===== src/rtl/disaster_sensor_scanner.sv =====
// Four-channel acquisition front-end: scans one shared ADC over a req/ack handshake,
// scales/saturates each sample and publishes rain/seismic/wind/sea as one coherent frame.
module disaster_sensor_scanner #(
  parameter int unsigned ADC_W      = 10,
  parameter int unsigned SEIS_SHIFT = 5,
  parameter int unsigned SCAN_DIV   = 1000,
  parameter int unsigned TIMEOUT    = 255
) (
  input  logic             clk,
  input  logic             rst,
  input  logic             enable,
  input  logic             clr_err,
  output logic             adc_req,
  output logic [1:0]       adc_ch,
  input  logic             adc_ack,
  input  logic [ADC_W-1:0] adc_data,
  output logic [6:0]       rain,
  output logic [4:0]       seismic,
  output logic [6:0]       wind,
  output logic [6:0]       sea,
  output logic             frame_valid,
  output logic [7:0]       frame_count,
  output logic             timeout_err
);

  localparam int unsigned      TMR_W   = $clog2(SCAN_DIV);
  localparam int unsigned      WD_W    = $clog2(TIMEOUT + 1);
  localparam logic [TMR_W-1:0] TMR_MAX = TMR_W'(SCAN_DIV - 1);
  localparam logic [WD_W-1:0]  WD_MAX  = WD_W'(TIMEOUT - 1);

  typedef enum logic [1:0] {
    S_IDLE    = 2'd0,
    S_REQ     = 2'd1,
    S_RELEASE = 2'd2,
    S_PUBLISH = 2'd3
  } state_t;

  state_t           state_q, state_d;
  logic [TMR_W-1:0] timer_q, timer_d;
  logic             started_q, started_d;
  logic [WD_W-1:0]  wdog_q, wdog_d;
  logic             req_q, req_d;
  logic [1:0]       ch_q, ch_d;
  logic [6:0]       sh_rain_q, sh_rain_d, sh_wind_q, sh_wind_d, sh_sea_q, sh_sea_d;
  logic [4:0]       sh_seis_q, sh_seis_d;
  logic [6:0]       rain_q, rain_d, wind_q, wind_d, sea_q, sea_d;
  logic [4:0]       seis_q, seis_d;
  logic             fv_q, fv_d;
  logic [7:0]       cnt_q, cnt_d;
  logic             err_q, err_d;

  logic [ADC_W-1:0] seis_shift_c;
  logic [6:0]       lin_scaled_c;
  logic [4:0]       seis_scaled_c;
  logic             expired_c;
  logic             timeout_c;

  // Sample scaling into classifier ranges
  always_comb begin
    seis_shift_c  = adc_data >> SEIS_SHIFT;
    lin_scaled_c  = (adc_data > ADC_W'(127)) ? 7'd127 : adc_data[6:0];
    seis_scaled_c = (seis_shift_c > ADC_W'(31)) ? 5'd31 : seis_shift_c[4:0];
  end

  // Next-state and registered-output logic
  always_comb begin
    state_d   = state_q;
    timer_d   = (timer_q == TMR_MAX) ? timer_q : timer_q + TMR_W'(1);
    started_d = started_q;
    wdog_d    = wdog_q;
    req_d     = 1'b0;
    ch_d      = ch_q;
    sh_rain_d = sh_rain_q;
    sh_seis_d = sh_seis_q;
    sh_wind_d = sh_wind_q;
    sh_sea_d  = sh_sea_q;
    rain_d    = rain_q;
    seis_d    = seis_q;
    wind_d    = wind_q;
    sea_d     = sea_q;
    fv_d      = 1'b0;
    cnt_d     = cnt_q;
    timeout_c = 1'b0;
    // First frame after reset may start at once
    expired_c = !started_q || (timer_q == TMR_MAX);

    case (state_q)
      S_IDLE: begin
        if (enable && expired_c) begin
          state_d   = S_REQ;
          ch_d      = 2'd0;
          req_d     = 1'b1;
          timer_d   = '0;
          started_d = 1'b1;
          wdog_d    = '0;
        end
      end
      S_REQ: begin
        req_d = 1'b1;
        if (adc_ack) begin
          case (ch_q)
            2'd0:    sh_rain_d = lin_scaled_c;
            2'd1:    sh_seis_d = seis_scaled_c;
            2'd2:    sh_wind_d = lin_scaled_c;
            default: sh_sea_d  = lin_scaled_c;
          endcase
          state_d = S_RELEASE;
          req_d   = 1'b0;
          wdog_d  = '0;
        end else if (wdog_q == WD_MAX) begin
          // Dead channel reads full scale so the classifier errs toward alarm
          case (ch_q)
            2'd0:    sh_rain_d = 7'd127;
            2'd1:    sh_seis_d = 5'd31;
            2'd2:    sh_wind_d = 7'd127;
            default: sh_sea_d  = 7'd127;
          endcase
          timeout_c = 1'b1;
          state_d   = S_RELEASE;
          req_d     = 1'b0;
          wdog_d    = '0;
        end else begin
          wdog_d = wdog_q + WD_W'(1);
        end
      end
      S_RELEASE: begin
        if (!adc_ack) begin
          if (ch_q == 2'd3) begin
            state_d = S_PUBLISH;
            rain_d  = sh_rain_q;
            seis_d  = sh_seis_q;
            wind_d  = sh_wind_q;
            sea_d   = sh_sea_q;
            fv_d    = 1'b1;
            cnt_d   = cnt_q + 8'd1;
          end else begin
            state_d = S_REQ;
            ch_d    = ch_q + 2'd1;
            req_d   = 1'b1;
          end
        end
      end
      default: begin
        state_d = S_IDLE;
      end
    endcase

    err_d = timeout_c ? 1'b1 : (clr_err ? 1'b0 : err_q);
  end

  always_ff @(posedge clk or posedge rst) begin
    if (rst) begin
      state_q   <= S_IDLE;
      timer_q   <= '0;
      started_q <= 1'b0;
      wdog_q    <= '0;
      req_q     <= 1'b0;
      ch_q      <= 2'd0;
      sh_rain_q <= '0;
      sh_seis_q <= '0;
      sh_wind_q <= '0;
      sh_sea_q  <= '0;
      rain_q    <= '0;
      seis_q    <= '0;
      wind_q    <= '0;
      sea_q     <= '0;
      fv_q      <= 1'b0;
      cnt_q     <= '0;
      err_q     <= 1'b0;
    end else begin
      state_q   <= state_d;
      timer_q   <= timer_d;
      started_q <= started_d;
      wdog_q    <= wdog_d;
      req_q     <= req_d;
      ch_q      <= ch_d;
      sh_rain_q <= sh_rain_d;
      sh_seis_q <= sh_seis_d;
      sh_wind_q <= sh_wind_d;
      sh_sea_q  <= sh_sea_d;
      rain_q    <= rain_d;
      seis_q    <= seis_d;
      wind_q    <= wind_d;
      sea_q     <= sea_d;
      fv_q      <= fv_d;
      cnt_q     <= cnt_d;
      err_q     <= err_d;
    end
  end

  assign adc_req     = req_q;
  assign adc_ch      = ch_q;
  assign rain        = rain_q;
  assign seismic     = seis_q;
  assign wind        = wind_q;
  assign sea         = sea_q;
  assign frame_valid = fv_q;
  assign frame_count = cnt_q;
  assign timeout_err = err_q;

endmodule


===== config.mk =====
export PLATFORM = sky130hd
export DESIGN_NAME = disaster_sensor_scanner
export DESIGN_NICKNAME = d
export VERILOG_FILES = /design/src/rtl/disaster_sensor_scanner.sv
export SDC_FILE = /design/constraint.sdc
export NUM_CORES = 1
export LEC_CHECK = 0
export ABC_CLOCK_PERIOD_IN_PS = 2500
export CORE_MARGIN = 2
export CORE_UTILIZATION = 51
export CTS_BUF_LIST = sky130_fd_sc_hd__clkbuf_4
export CTS_CLUSTER_SIZE = 40
export DETAILED_ROUTE_END_ITERATION = 12
export PLACE_DENSITY = 0.88
export SLEW_MARGIN = 20
export SYNTH_ARGS = -nofsm -noshare
export SYNTH_HDL_FRONTEND = slang
export SYNTH_SLANG_ARGS = --single-unit

===== constraint.sdc =====
create_clock -name clk -period 2.5 [get_ports clk]
set_input_delay 0.375 -clock clk [delete_from_list [all_inputs] [get_ports clk]]
set_output_delay 0.375 -clock clk [all_outputs]
set_load 0.005 [all_outputs]

* Yosys cells after proc, flatten, opt, wreduce, memory -nomap -nowiden
Cells that the tools add are included.
Widths: inputs -> output; s select.
** Operators by class
- $add $sub $neg :: 4
- Magnitude comparators :: 2
- Eq/ne operators :: 13
- Multiplexer cells :: 49
- Bitwise operators :: 1
- Reductions and logical operators :: 19
** Operators with widths (count)
- $mux 7 :: 13
- $mux 10 :: 3
- $mux 5 :: 5
- $mux 8 :: 3
- $add 8x1->8 const B :: 2
- $mux 2 :: 8
- $pmux 8 s2 :: 1
- $reduce_and 3->1 :: 5
- $mux 1 :: 13
- $add 10x1->10 const B :: 1
- $eq 10x10->1 const B :: 1
- $gt 10x7->1 const B :: 1
- $ne 2x2->1 const B :: 5
- $eq 8x8->1 const B :: 1
- $reduce_and 4->1 :: 2
- $reduce_bool 2->1 :: 4
- $eq 2x2->1 const B :: 3
- $pmux 2 s3 :: 1
- $gt 5x5->1 const B :: 1
- $eq 2x1->1 const B :: 2
- $logic_not 2->1 :: 2
- $pmux 2 s2 :: 1
- $reduce_and 2->1 :: 2
- $ne 3x3->1 const B :: 1
- other kinds (7) :: 7
** Storage, ports and cells
- Register bits after elaboration :: 86
- Input bits :: 15
- Logic and storage cells :: 105

* Logic depth before layout (Yosys ltp)
- Depth in word-level cells :: 5
- Depth in mapped cells :: 7

* Worst setup path after synthesis
OpenSTA, ideal clock, no wires.
- Kind :: register to register
- Start :: reg timer_q[3]
- End :: reg wdog_q[5]
- Library setup time :: 0.126 ns
- Arrival :: 1.804 ns
- Required time :: 2.374 ns
- Slack :: 0.570 ns
- Cell stages (with the launch flop) :: 6
- Buffers on the path :: 1
- Clock period less this slack :: 1.930 ns
- Cell sequence :: dfrtp_1 -> or3b_4 -> or4_4 -> and2_4 -> buf_6 -> a221o_1
** Between the ends
- Cells in the longest elaborated chain, start to end :: 5
** RTL lines
- start: declaration :: line 39 : logic [TMR_W-1:0] timer_q, timer_d;
- start signal: assignment :: line 172 : timer_q <= timer_d;
- $eq 10x10->1 :: line 85 : expired_c = !started_q || (timer_q == TMR_MAX);
- $logic_or 1x1->1 :: line 85
- $logic_and 1x1->1 :: line 89 : if (enable && expired_c) begin
- $ne 2x2->1 (no source line)
- $reduce_and 2->1 (no source line)
- end signal: assignment :: line 174 : wdog_q <= wdog_d;
- end: declaration :: line 41 : logic [WD_W-1:0] wdog_q, wdog_d;
Every way passes these cells.
A chain may end at the register's enable or synchronous reset.

* Worst setup path in the final report
- Start :: reg wdog_q[0]
- End :: reg sh_sea_q[2]
** Between the ends
- Cells in the longest elaborated chain, start to end :: 3
** RTL lines
- $eq 8x8->1 * :: line 110 : end else if (wdog_q == WD_MAX) begin
- $ne 2x2->1 (no source line) / $reduce_bool 2->1 (equally long branches)
- $reduce_and 4->1 (no source line) *
- end signal: assignment :: line 180 : sh_sea_q <= sh_sea_d;
- end: declaration :: line 44 : logic [6:0] sh_rain_q, sh_rain_d, sh_wind_q, sh_wind_d, sh_sea_q, sh_sea_d;
Mark *: on every way between the ends. The rest lies on a longest branch, timed or not.

==> impl_results.md <==
* Starting DRC count in detailed routing at roughly 160
* Post-synth net total at around 320
* CP required at between 2000 and 3000 ps
* Number of port buffers at 53
* Residual antenna-violating net count after detailed routing at 0
* Fin. max-slew vios at 0
* Summed instance area of the synthesized netlist at 0.00375 mm²
* Layout-stage area growth over the synthesis result at 23.5%
* Transition time at the pin with the least slew margin at about 750 ps
* Final cycle utilization of the critical path at between 80% and 90%
* Ratio of cells with drive above 1 in the final layout at approximately a quarter
* Total power at approximately 3.8 mW
* Final setup violation count at 0
* Ordered list of cells on the worst path: inv_1, ha_1, and3_1, a21oi_1, nor2_1, mux2_2
* Post-synth top area share at a little under three fifths
* Top achievable clock speed at 455 MHz
* RSZ-0062 raised after global routing: false
* Via count of the routed design at between 2000 and 3000
* Clock root cell: clkbuf_4
* Dpl hpwl at 4900 µm
* Later-pin clock latency in the skew report at between 400 and 500 ps
* Final net count at about 380
* Worst slew margin at 50.0%
* Worst-case setup slack after placement at just over 200 ps
* Synthesized area divided by synthesized cell count at 12.7 µm²
* Result of the run: complete, no violations
* Post-synthesis cell type with the largest combined area: dfrtp_1
* Leading register cell type out of synthesis: dfrtp_1
* # clock sinks at 86
* Portion of the post-synthesis area used by sequential elements at a little under three fifths
* Detailed-route wire length at ~7000 µm
* Critical setup path kind: reg2reg
* Total of max-cap violations at 0
* Total count of hold-check failures in the final report at 0
* Core outline area at roughly 0.0072 mm²
* Via count of the first global-routing pass at between 2000 and 3000
* Aggregate negative setup slack at 0 ps
* Count of cell types in the netlist at between 40 and 50
* Placer's final routability congestion estimate at just over 0.8
* Number of antenna repair diodes at 0
* Quantity of gates resized following cts at 0
* LEAKAGE at roughly 2 nW
* I/O Pins at 54
* Number of setup buffers added after CTS at 0
* Maximum number of pins on one net before global-route repair at 87
* Critical Path Source Type: flip-flop
* Clk buf depth at 2
* Final non-filler cell area at ~0.0046 mm²
* Total power per unit cell area at 824 mW/mm²
* Cells after Synth at 295
* Number of antenna violations at the first check in global routing at 0
* TritonCTS clock tree: yes
* Arrival time of data at the critical path endpoint at around 2500 ps
* TritonRoute pass-1 iters at 4
* Share of synthesized flip-flops with an asynchronous set or reset at between 90% and 100%
* Die span in x at around 90 µm
* Largest vdd supply drop at 0.000412 V
* Placed Instance Area at about 0.0045 mm²
* Post-layout min period at between 2000 and 2500 ps
* Vertical extent of the die at roughly 90 µm
* Kind of end point of the critical path: flip-flop
* Dominant cells by area after synthesis: dfrtp_1 (57%), mux2_2 (15%), xnor2_1 (2.8%)
* Maximum fanout along the worst path at 7
* Number of warnings printed during yosys synthesis at 0
* CTS HTree Levels at 3
* Total routing usage reported by global routing at between 10% and 20%
* Grt ovf at 0
* Number of synthesized flops with an enable pin at 0
* Worst-path cell with the longest stage delay: nor2_1
* Die area at 0.00805 mm²
* Most common library cell in the layout ignoring fill and taps: dfrtp_1
* Number of buffers inserted during clock tree synthesis at 9
* Num rows at 31
* Detailed-route DRC error count at 0
* CP peak stage delay at roughly 610 ps
* Cts hold-fix bufs at 0
* Avg WL per Cell at between 15 and 20 µm
* Initial cell density of the core at about 52%
* Total of flip-flops plus latches after synthesis at 86
* Wire length of the first global-routing pass at between 10000 and 15000 µm
* Commonest cells after routing, fill and taps aside: dfrtp_1 (86), clkdlybuf4s50_1 (53), mux2_2 (49), nor2_1 (16), nand2_1 (14)
* Clock transition at the register clock pins on the worst setup and hold paths after CTS at 140 ps
* Post-DR vias/cell at approximately 5.4
* Path class of the lowest-slack min-delay path: in2async
* Largest clock skew in the final design at between 15 and 20 ps
* Setup slack after layout at 300 ps
[final cells by class]
class	instances	area, µm²
Tap cell	99	124
Multi-Input combinational cell	192	1530
Clock buffer	10	75.1
Fill cell	528	2540
Inverter	7	30.0
Clock inverter	6	93.8
Sequential cell	86	2150
Timing Repair Buffer	62	623
[layer usage]
metal	wire length, µm	share of wire [%]	global-route usage (%)	up-vias
li1	-	-	-	1184
met1	3110	45	24.5	1241
met2	3410	49	30.2	73
met3	321	4.6	3.35	11
met4	131	1.9	8.33	0
met5	0	0	0	-
[metrics by stage]
stage | cells | hold slack [ps] | utilization [%]
finish | 462 | 395 | 64.5
floorplan | 295 | 459 | -
global route | 462 | 447 | 64.5
CTS | 462 | 415 | 64.5
detailed placement | 446 | 474 | 62.2
global placement | 446 | 459 | 62.2
[cell usage after synthesis, types with 2 or more instances]
master	n
a211o_1	2
a211o_2	3
a21oi_1	2
and3_1	6
and4_1	2
buf_2	3
clkbuf_1	4
dfrtp_1	86
ha_1	8
inv_1	7
mux2_2	49
mux2i_1	2
nand2_1	14
nand2b_1	9
nand3_1	8
nand4_1	4
nand4b_1	4
nor2_1	16
nor3_1	13
nor4_1	2
o21a_1	5
o21ai_0	4
o22ai_1	2
o2bb2ai_1	3
or2_2	2
or3_1	2
xnor2_1	12
xor2_1	3
[final timing paths]
path                                            start                          to  slack [ps]  depth (start not counted)
min                                               rst       wdog_q[5]$_DFFE_PP0P_         390                          3
min in group clk           frame_count[7]$_DFFE_PP0P_  frame_count[7]$_DFFE_PP0P_         490                          1
max                             wdog_q[0]$_DFFE_PP0P_     sh_sea_q[2]$_DFFE_PP0P_         300                          6
min reg2reg                frame_count[7]$_DFFE_PP0P_  frame_count[7]$_DFFE_PP0P_         490                          1
max reg2reg                     wdog_q[0]$_DFFE_PP0P_     sh_sea_q[2]$_DFFE_PP0P_         300                          6
max in group asynchronous                         rst       adc_ch[0]$_DFFE_PP0P_        1750                          3
[flip-flops by register name (all words and copies together), names as in the netlist]
signal / cells
adc_req: 1
seismic: 5
timeout_err: 1
frame_count: 8
sh_seis_q: 5
sh_wind_q: 7
started_q: 1
state_q: 2
timer_q: 10
sh_sea_q: 7
wdog_q: 8
wind: 7
adc_ch: 2
rain: 7
frame_valid: 1
sea: 7
sh_rain_q: 7
[where the power goes]
| part | total (mW) | leakage, nW | switching [mW] | internal [mW] |
|---|---|---|---|---|
| Clock | 0.902 | 0.0876 | 0.476 | 0.426 |
| Combinational | 0.926 | 0.810 | 0.401 | 0.526 |
| Sequential | 1.99 | 1.10 | 0.267 | 1.72 |
| Total | 3.81 | 2.00 | 1.14 | 2.67 |
[worst max-delay path: cells and delay by family (launching register included)]
kind | cells | cell delay, ps
compound gates | 1 | 140
flops | 1 | 470
simple gates | 2 | 840
buf+inv | 1 | 90
fa+ha+maj | 1 | 130
mux | 1 | 420
[kinds of logic after synthesis]
group / synth area share [%]
and+or+nand+nor: 13.3
DFF: 57.4
muxes: 15.2
AOI/OAI and AO/OA: 5.77
buffers and inverters: 2.14
xor gates and xnor gates: 3.50
adders and majority gates: 2.67
No activity file was read; power rests on OpenSTA's default activity.
